### src/rtl/cryptopen_reg_pkg.sv
// Shared definitions for the queued hash-core register interface.
//   offsets_e     : 256-byte region selector taken from address bits [11:8]
//   CTRL_*        : bit positions in the CTRL register (write and read views)
//   ctrl_status_t : 16-bit CTRL read image, [15:8] holds the FIFO count
package cryptopen_reg_pkg;

    typedef enum logic [3:0] {
        OFF_CTRL   = 4'h0,
        OFF_BLOCK  = 4'h1,
        OFF_DIGEST = 4'h2
    } offsets_e;

    // Write view of CTRL byte 0
    localparam int CTRL_PUSH   = 0;
    localparam int CTRL_RESET  = 1;
    localparam int CTRL_IRQ_EN = 2;
    localparam int CTRL_DVALID = 4;  // write 1 clears dvalid
    localparam int CTRL_LAST   = 5;  // LAST tag attached to a PUSH

    // Read view of CTRL
    localparam int CTRL_FULL   = 3;
    localparam int CTRL_EMPTY  = 5;
    localparam int CTRL_OVF    = 6;

    typedef struct packed {
        logic [7:0] count;
        logic       rsvd7;
        logic       ovf;
        logic       empty;
        logic       dvalid;
        logic       full;
        logic       irq_en;
        logic       reset_q;
        logic       rsvd0;
    } ctrl_status_t;

endpackage

### src/rtl/block_fifo.sv
// Ring-buffer FIFO holding complete hash blocks (block data plus LAST tag).
//   clk_i, rst_i : clock, asynchronous active-high reset
//   push_i       : enqueue data_i (ignored while full or flushing)
//   data_i       : entry to enqueue
//   pop_i        : dequeue the head (ignored while empty or flushing)
//   flush_i      : drop all entries; wins over push and pop
//   full_o       : count == Depth
//   empty_o      : count == 0
//   count_o      : number of stored entries
//   data_o       : head entry, forced to zero while empty
module block_fifo #(
    parameter int Width = 513,
    parameter int Depth = 2,
    localparam int CntW = $clog2(Depth + 1)
) (
    input  logic             clk_i,
    input  logic             rst_i,
    input  logic             push_i,
    input  logic [Width-1:0] data_i,
    input  logic             pop_i,
    input  logic             flush_i,
    output logic             full_o,
    output logic             empty_o,
    output logic [CntW-1:0]  count_o,
    output logic [Width-1:0] data_o
);

    localparam int PtrW = (Depth > 1) ? $clog2(Depth) : 1;

    logic [Width-1:0] mem [Depth];
    logic [PtrW-1:0]  wr_ptr;
    logic [PtrW-1:0]  rd_ptr;
    logic [CntW-1:0]  count_q;
    logic             do_push;
    logic             do_pop;

    function automatic logic [PtrW-1:0] next_ptr(input logic [PtrW-1:0] p);
        return (p == PtrW'(Depth - 1)) ? '0 : p + 1'b1;
    endfunction

    assign empty_o = (count_q == '0);
    assign full_o  = (count_q == CntW'(Depth));
    assign count_o = count_q;
    assign do_push = push_i & ~full_o & ~flush_i;
    assign do_pop  = pop_i & ~empty_o & ~flush_i;

    // NOTE: state registers use non-blocking assignments so every flop samples
    // pre-edge values regardless of process evaluation order.
    always_ff @(posedge clk_i or posedge rst_i) begin
        if (rst_i) begin
            wr_ptr  <= '0;
            rd_ptr  <= '0;
            count_q <= '0;
        end else if (flush_i) begin
            wr_ptr  <= '0;
            rd_ptr  <= '0;
            count_q <= '0;
        end else begin
            if (do_push) wr_ptr <= next_ptr(wr_ptr);
            if (do_pop)  rd_ptr <= next_ptr(rd_ptr);
            if (do_push && !do_pop)      count_q <= count_q + 1'b1;
            else if (do_pop && !do_push) count_q <= count_q - 1'b1;
        end
    end

    // NOTE: the storage array has no reset; stale entries are never visible
    // because data_o is masked whenever the FIFO is empty.
    always_ff @(posedge clk_i) begin
        if (do_push) mem[wr_ptr] <= data_i;
    end

    assign data_o = empty_o ? '0 : mem[rd_ptr];

endmodule

### src/rtl/queued_reg_interface.sv
// Bus-facing register interface for a hash core with a block FIFO.
// Software fills the staging registers, then PUSHes them (with a LAST tag) into
// the FIFO; the core drains it over block_valid_o/block_ready_i. The digest is
// latched on digest_valid_i and can raise a level interrupt.
//   clk_i, rst_i        : clock, asynchronous active-high reset
//   req*_i / reqready_o : request channel (only address bits [11:0] decoded)
//   rsp*_o / rspready_i : registered response, one cycle after the request
//   block_*             : FIFO head towards the core
//   reset_hash_o        : one-cycle core reset pulse after a CTRL RESET
//   digest_i/_valid_i   : digest from the core
//   irq_o               : irq_en & dvalid
// Map: 0x000 CTRL, 0x100 + r*step staging, 0x200 + d*step digest.
module queued_reg_interface
    import cryptopen_reg_pkg::*;
#(
    parameter int DataWidth   = 64,
    parameter int AddrWidth   = 32,
    parameter int BlockWidth  = 512,
    parameter int DigestWidth = 256,
    parameter int ByteAlign   = 1,
    parameter int QueueDepth  = 2
) (
    input  logic                   clk_i,
    input  logic                   rst_i,
    input  logic [DataWidth-1:0]   reqdata_i,
    input  logic [AddrWidth-1:0]   reqaddr_i,
    input  logic                   reqvalid_i,
    input  logic                   reqwrite_i,
    input  logic [DataWidth/8-1:0] reqstrobe_i,
    output logic                   reqready_o,
    input  logic                   rspready_i,
    output logic                   rspvalid_o,
    output logic [DataWidth-1:0]   rspdata_o,
    output logic                   rsperror_o,
    output logic                   block_valid_o,
    input  logic                   block_ready_i,
    output logic [BlockWidth-1:0]  block_o,
    output logic                   last_block_o,
    output logic                   reset_hash_o,
    input  logic [DigestWidth-1:0] digest_i,
    input  logic                   digest_valid_i,
    output logic                   irq_o
);

    localparam int STEP     = (ByteAlign != 0) ? DataWidth / 8 : DataWidth / 32;
    localparam int BLK_REGS = BlockWidth / DataWidth;
    localparam int DIG_REGS = (DigestWidth + DataWidth - 1) / DataWidth;
    localparam int DIG_PAD  = DIG_REGS * DataWidth;
    localparam int STRB_W   = DataWidth / 8;
    localparam int CNT_W    = $clog2(QueueDepth + 1);

    // ---------------- address decode ----------------
    logic [3:0] region;
    logic [7:0] offset;
    logic [7:0] reg_idx;
    logic       aligned, ctrl_hit, blk_hit, dig_hit, hit;
    logic       addr_unused;

    assign region      = reqaddr_i[11:8];
    assign offset      = reqaddr_i[7:0];
    assign reg_idx     = offset / 8'(STEP);
    assign aligned     = (offset % 8'(STEP)) == 8'd0;
    assign ctrl_hit    = (region == OFF_CTRL) && (offset == 8'd0);
    assign blk_hit     = (region == OFF_BLOCK) && aligned && (reg_idx < 8'(BLK_REGS));
    assign dig_hit     = (region == OFF_DIGEST) && aligned && (reg_idx < 8'(DIG_REGS));
    assign hit         = ctrl_hit | blk_hit | dig_hit;
    assign addr_unused = ^reqaddr_i[AddrWidth-1:12];

    // ---------------- control decode ----------------
    logic ctrl_wr, blk_wr, do_reset, push_req, push_rej;
    logic fifo_full, fifo_empty, fifo_pop;
    logic [CNT_W-1:0] fifo_count;
    logic [BlockWidth:0] fifo_head;
    logic [BlockWidth-1:0] staging_block;

    assign ctrl_wr  = reqvalid_i & reqwrite_i & ctrl_hit & reqstrobe_i[0];
    assign blk_wr   = reqvalid_i & reqwrite_i & blk_hit;
    assign do_reset = ctrl_wr & reqdata_i[CTRL_RESET];
    // RESET in the same write overrides the PUSH entirely (no enqueue, no error)
    assign push_req = ctrl_wr & reqdata_i[CTRL_PUSH] & ~do_reset;
    // A coinciding pop does not make room: full is judged on the pre-edge count
    assign push_rej = push_req & fifo_full;
    assign fifo_pop = block_valid_o & block_ready_i;

    // ---------------- staging registers ----------------
    logic [DataWidth-1:0] stage_q [BLK_REGS];

    always_ff @(posedge clk_i or posedge rst_i) begin
        if (rst_i) begin
            for (int r = 0; r < BLK_REGS; r++) stage_q[r] <= '0;
        end else if (blk_wr) begin
            for (int r = 0; r < BLK_REGS; r++) begin
                if (reg_idx == 8'(r)) begin
                    for (int b = 0; b < STRB_W; b++) begin
                        if (reqstrobe_i[b]) stage_q[r][b*8 +: 8] <= reqdata_i[b*8 +: 8];
                    end
                end
            end
        end
    end

    // NOTE: every signal written in an always_comb gets a default first, so no
    // path through the block can leave it unassigned and infer a latch.
    always_comb begin
        staging_block = '0;
        for (int r = 0; r < BLK_REGS; r++) staging_block[r*DataWidth +: DataWidth] = stage_q[r];
    end

    block_fifo #(
        .Width (BlockWidth + 1),
        .Depth (QueueDepth)
    ) u_fifo (
        .clk_i   (clk_i),
        .rst_i   (rst_i),
        .push_i  (push_req & ~fifo_full),
        .data_i  ({reqdata_i[CTRL_LAST], staging_block}),
        .pop_i   (fifo_pop),
        .flush_i (do_reset),
        .full_o  (fifo_full),
        .empty_o (fifo_empty),
        .count_o (fifo_count),
        .data_o  (fifo_head)
    );

    assign block_valid_o = ~fifo_empty;
    assign block_o       = fifo_head[BlockWidth-1:0];
    assign last_block_o  = fifo_head[BlockWidth];

    // ---------------- digest and control state ----------------
    logic [DIG_PAD-1:0]   digest_pad;
    logic [DataWidth-1:0] dig_q [DIG_REGS];
    logic irq_en_q, dvalid_q, ovf_q, reset_hash_q;

    assign digest_pad = DIG_PAD'(digest_i);

    always_ff @(posedge clk_i or posedge rst_i) begin
        if (rst_i) begin
            for (int d = 0; d < DIG_REGS; d++) dig_q[d] <= '0;
        end else if (digest_valid_i) begin
            for (int d = 0; d < DIG_REGS; d++) dig_q[d] <= digest_pad[d*DataWidth +: DataWidth];
        end
    end

    always_ff @(posedge clk_i or posedge rst_i) begin
        if (rst_i) begin
            irq_en_q     <= 1'b0;
            dvalid_q     <= 1'b0;
            ovf_q        <= 1'b0;
            reset_hash_q <= 1'b0;
        end else begin
            reset_hash_q <= do_reset;
            if (ctrl_wr) irq_en_q <= reqdata_i[CTRL_IRQ_EN];
            // A fresh digest wins over any same-cycle clear
            if (digest_valid_i)
                dvalid_q <= 1'b1;
            else if (do_reset || (ctrl_wr && reqdata_i[CTRL_DVALID]))
                dvalid_q <= 1'b0;
            if (do_reset)      ovf_q <= 1'b0;
            else if (push_rej) ovf_q <= 1'b1;
        end
    end

    assign reset_hash_o = reset_hash_q;
    assign irq_o        = irq_en_q & dvalid_q;

    // ---------------- read mux and response registers ----------------
    ctrl_status_t         status;
    logic [DataWidth-1:0] rdata;
    logic reqready_q, rspvalid_q, rsperror_q;
    logic [DataWidth-1:0] rspdata_q;

    always_comb begin
        status         = '0;
        status.count   = 8'(fifo_count);
        status.ovf     = ovf_q;
        status.empty   = fifo_empty;
        status.dvalid  = dvalid_q;
        status.full    = fifo_full;
        status.irq_en  = irq_en_q;
        status.reset_q = reset_hash_q;
        rdata = '0;
        if (ctrl_hit) rdata = DataWidth'(status);
        for (int r = 0; r < BLK_REGS; r++)
            if (blk_hit && reg_idx == 8'(r)) rdata = stage_q[r];
        for (int d = 0; d < DIG_REGS; d++)
            if (dig_hit && reg_idx == 8'(d)) rdata = dig_q[d];
    end

    always_ff @(posedge clk_i or posedge rst_i) begin
        if (rst_i) begin
            reqready_q <= 1'b0;
            rspvalid_q <= 1'b0;
            rsperror_q <= 1'b0;
            rspdata_q  <= '0;
        end else begin
            // One stall cycle follows every error response
            reqready_q <= ~rsperror_q;
            rspvalid_q <= reqvalid_i & rspready_i & hit;
            rsperror_q <= reqvalid_i & (~hit | push_rej);
            rspdata_q  <= (reqvalid_i & rspready_i & hit & ~reqwrite_i) ? rdata : '0;
        end
    end

    assign reqready_o = reqready_q;
    assign rspvalid_o = rspvalid_q;
    assign rsperror_o = rsperror_q;
    assign rspdata_o  = rspdata_q;

endmodule

### config.mk
export PLATFORM = sky130hd
export DESIGN_NAME = queued_reg_interface
export DESIGN_NICKNAME = d
export VERILOG_FILES = /design/src/rtl/cryptopen_reg_pkg.sv /design/src/rtl/block_fifo.sv /design/src/rtl/queued_reg_interface.sv
export SDC_FILE = /design/constraint.sdc
export NUM_CORES = 2
export LEC_CHECK = 0
export BUFFER_PORTS_ARGS = -buffer_cell sky130_fd_sc_hd__buf_2
export CAP_MARGIN = 20
export CORE_MARGIN = 2
export CORE_UTILIZATION = 58
export DETAILED_ROUTE_END_ITERATION = 16
export PLACE_DENSITY = 0.8
export SETUP_SLACK_MARGIN = 0.2
export SLEW_MARGIN = 20
export SYNTH_ARGS = -nofsm -noshare
export SYNTH_HDL_FRONTEND = slang
export SYNTH_HIERARCHICAL = 1
export SYNTH_SLANG_ARGS = --single-unit
### constraint.sdc
create_clock -name clk_i -period 51.1 [get_ports clk_i]
set_clock_uncertainty 0.15 [all_clocks]
set_input_delay 10.22 -clock clk_i [delete_from_list [all_inputs] [get_ports clk_i]]
set_output_delay 10.22 -clock clk_i [all_outputs]
set_load 0.02 [all_outputs]
==> summary.md <==
| Metric | Value |
|---|---|
| Status | completed |
| Cts hold-fix bufs | 0 |
| Vias in the first global route | 51243 |
| Top Layer Used | met5 |
| Post-synth top area share | 0.4033 |
| CTS tree | built |
| Layout cells sized above 1 | 0.3648 |
| Critical path startpoint category | flip-flop |
| Fin. max-slew vios | 0 |
| Hold Path Depth | 1 |
| Worst EP required | 40.73 ns |
| Synth cell types | 80 |
| Reg2Reg Setup Slack | roughly 46 ns |
| Die area | 134600 sq um |
| Crit share post-route | 0.3426 |
| First-pass GRT wire length | 379.4 mm |
| Total power | 3.406 mW |
| FF+latch count, synth | 1869 |
| Fmax | between 0.05 and 0.06 GHz |
| Final nets | about 6300 |
| Reg-to-Reg End | u_fifo/mem[1][113]$_DFFE_PP_ |
| PwrDens | 38.28 nW/um^2 |
| Yosys top cell by area | edfxtp_1 |
| Main flop type after synthesis | edfxtp_1 |
| Cell count after synthesis | 5027 |
| HP Class | reg2reg |
| Post-Syn Nets | around 5400 |
| Metal-1 WL | 98.41 mm |
| Final GP Congestion | 0.9079 |
| IO buf count | about 930 |
| Cell Rows | 133 |
| Iteration-0 DRC Markers | 8006 |
| CTS root buf | clkbuf_16 |
| Leakage power | approximately 39 nW |
| Synth cell count leaders | edfxtp_1 (1026), dfrtp_1 (843), mux2_2 (777) |
| Area grow syn2layout | 16.48% |
| Via count | approximately 52000 |
| Crit. Startpoint | u_fifo/rd_ptr$_DFFE_PP0P_ |
| Post-layout min period | 17.51 ns |
| DP Wirelength | 183.6 mm |
| GRT Total Usage | 0.4031 |
| Die H | 366.9 um |
| Number of synthesized flops with an enable pin | approximately 1000 |
| Post_cts resized | 0 |
| Slew @ Worst Pin | 1.257 ns |
| Starting Density | 0.5826 |
| Hold EP | reqready_o$_DFF_PP0_ |
| I/O Pins | 950 |
| Largest net degree at the start of global routing | 199 |
| Rel. slew slack | 0.1610 |
| Vias per cell | 6.620 |
| FILL cells | 8984 |
| Average size of a mapped cell | 15.20 sq um |
| Number of max-cap violations | 0 |
| CTS buffer count | 183 |
| Max Root-Sink Buffers | 3 |
| Met3 WL post-DR | 33.64 mm |
| WP data arrival | roughly 7 ns |
| Critical Setup Path Class | reg2out |
| Initial antenna violation count | 53 |
| Area contributors post-synth | edfxtp_1 (40%), dfrtp_1 (28%), mux2_2 (11%) |
| CP Capture Type | primary output |
| Mapped cell area | 76400 sq um |
| Routed length on met2 | 123.1 mm |
| Wire length per cell | between 30 and 40 um |
| CP max FO | 60 |
| Worst-path clk slew | about 0.060 ns |
| # setup viols final | 0 |
| Core Region | 131100 sq um |
| Antenna-violating nets left | 0 |
| Hold Fails Final Rpt | 0 |
| Min-Delay Startpoint | rsperror_o$_DFF_PP0_ |
| Post-Route WL | 276.4 mm |
| Residual DRC count | 0 |
| Ys async rst share | 0.4510 |
| Most common cell in the netlist | edfxtp_1 |
| Total gr overflow | 0 |
| Setup bufs post-CTS | 0 |
| Sequential share of the synthesized area | 0.6794 |
| Peak VDD IR | 0.00008307 V |
| RSZ-0062 raised after global routing | no |
| Fin Setup TNS | 0 ns |
| CTS sink cnt | about 1900 |
| Pre-Repair DR Iteration Count | 6 |
| Latest clock arrival within the worst-skew pair | 0.85 ns |
| Worst R2R Path Depth | 8 |
| R2R Path Start | u_fifo/count_o[0]$_DFFE_PP0P_ |
| Horiz. Die Dim | 366.9 um |
| H-tree lvl count | 4 |
| Yosys warning count | 6 |
## power by group
| group | leakage, nW | switching (mW) | internal [mW] |
|---|---|---|---|
| combinational | 13.3 | 0.288 | 0.131 |
| sequential | 23.1 | 0.0214 | 1.60 |
| clock | 3.00 | 0.594 | 0.771 |
| total | 39.4 | 0.903 | 2.50 |
## cell type report
type / instances / area (sq um) / area share
Clock buffer: 256 / 5187 / 0.05830
Tap cell: 1755 / 2196 / 0.02468
Clock inverter: 87 / 948.4 / 0.01066
Timing Repair Buffer: 1033 / 5572 / 0.06261
Multi-Input combinational cell: 2856 / 23060 / 0.2591
Inverter: 15 / 63.81 / 0.0007171
Antenna cell: 20 / 50.05 / 0.0005624
Sequential cell: 1869 / 51910 / 0.5834
## kinds of logic after synthesis
logic type | after synthesis | synth area share
compound gates | 587 | 0.05452
xor+xnor | 1 | 0.0001147
buf+inv | 302 | 0.02281
flops | 1869 | 0.6794
mux | 1315 | 0.1850
simple gates | 953 | 0.05811
## layer usage
metal / track usage / up-vias
li1: - / 20816
met1: 0.5166 / 26313
met2: 0.5982 / 4113
met3: 0.1245 / 952
met4: 0.2602 / 48
met5: 0 / -
## flip-flops by register name (all words and copies together), names as in the netlist
name            flops
reqready_o          1
ovf_q               1
rsperror_o          1
stage_q           512
dvalid_q            1
u_fifo/rd_ptr       1
u_fifo/count_o      2
reset_hash_o        1
u_fifo/mem       1026
rspvalid_o          1
dig_q             256
rspdata_o          64
irq_en_q            1
u_fifo/wr_ptr       1
## per-stage QoR
stage / util / hold slack (ns) / setup WS [ns] / cells / area, sq um
after global routing: 0.6784 / 0.3415 / 33.46 / 7879 / 88950
final: 0.6786 / 0.3115 / 33.59 / 7891 / 88980
after CTS: 0.6780 / 0.3058 / 33.66 / 7871 / 88910
after global placement: 0.6311 / 0.2807 / 34.57 / 7528 / 82760
after detailed placement: 0.6312 / 0.2869 / 34.58 / 7528 / 82770
after floorplan: - / 0.2997 / 2.025 / 5027 / 76400
## cell usage in the layout, fill, tap and decap left out, types with 15 or more instances in the layout
cell / instances
a211oi_1: 18
a21oi_1: 83
a221o_1: 23
a221oi_1: 40
a222oi_1: 19
a22o_1: 20
a22oi_1: 79
a31oi_1: 20
and3_1: 17
buf_2: 927
buf_4: 94
clkbuf_1: 43
clkbuf_16: 186
clkbuf_8: 27
clkinv_1: 23
clkinv_2: 32
dfrtp_1: 842
diode_2: 20
edfxtp_1: 1026
mux2_2: 777
mux2i_1: 538
nand2_1: 115
nand2_2: 60
nand3_1: 24
nor2_1: 579
nor3_1: 16
nor4_1: 15
o21ai_0: 106
o221ai_1: 28
o22ai_1: 51
## critical path, stage by stage, from the launching register on
cell,delay [ns]
dfrtp_4,0.66
buf_4,0.72
buf_4,0.91
buf_4,0.90
buf_4,0.98
buf_4,0.94
mux2i_1,0.65
nor2_1,0.07
buf_2,0.19
## worst max path at each step
stage / cells past startpoint / to / slack (ns)
final: 8 / block_o[96] / 33.59
after global routing: 8 / block_o[96] / 33.46
after CTS: 8 / block_o[96] / 33.66
after detailed placement: 8 / block_o[349] / 34.58
after global placement: 8 / block_o[349] / 34.57
after floorplan: 10 / u_fifo/mem[0][0]$_DFFE_PP_ / 2.02
Note: power is estimated with default switching activity, not from simulation.
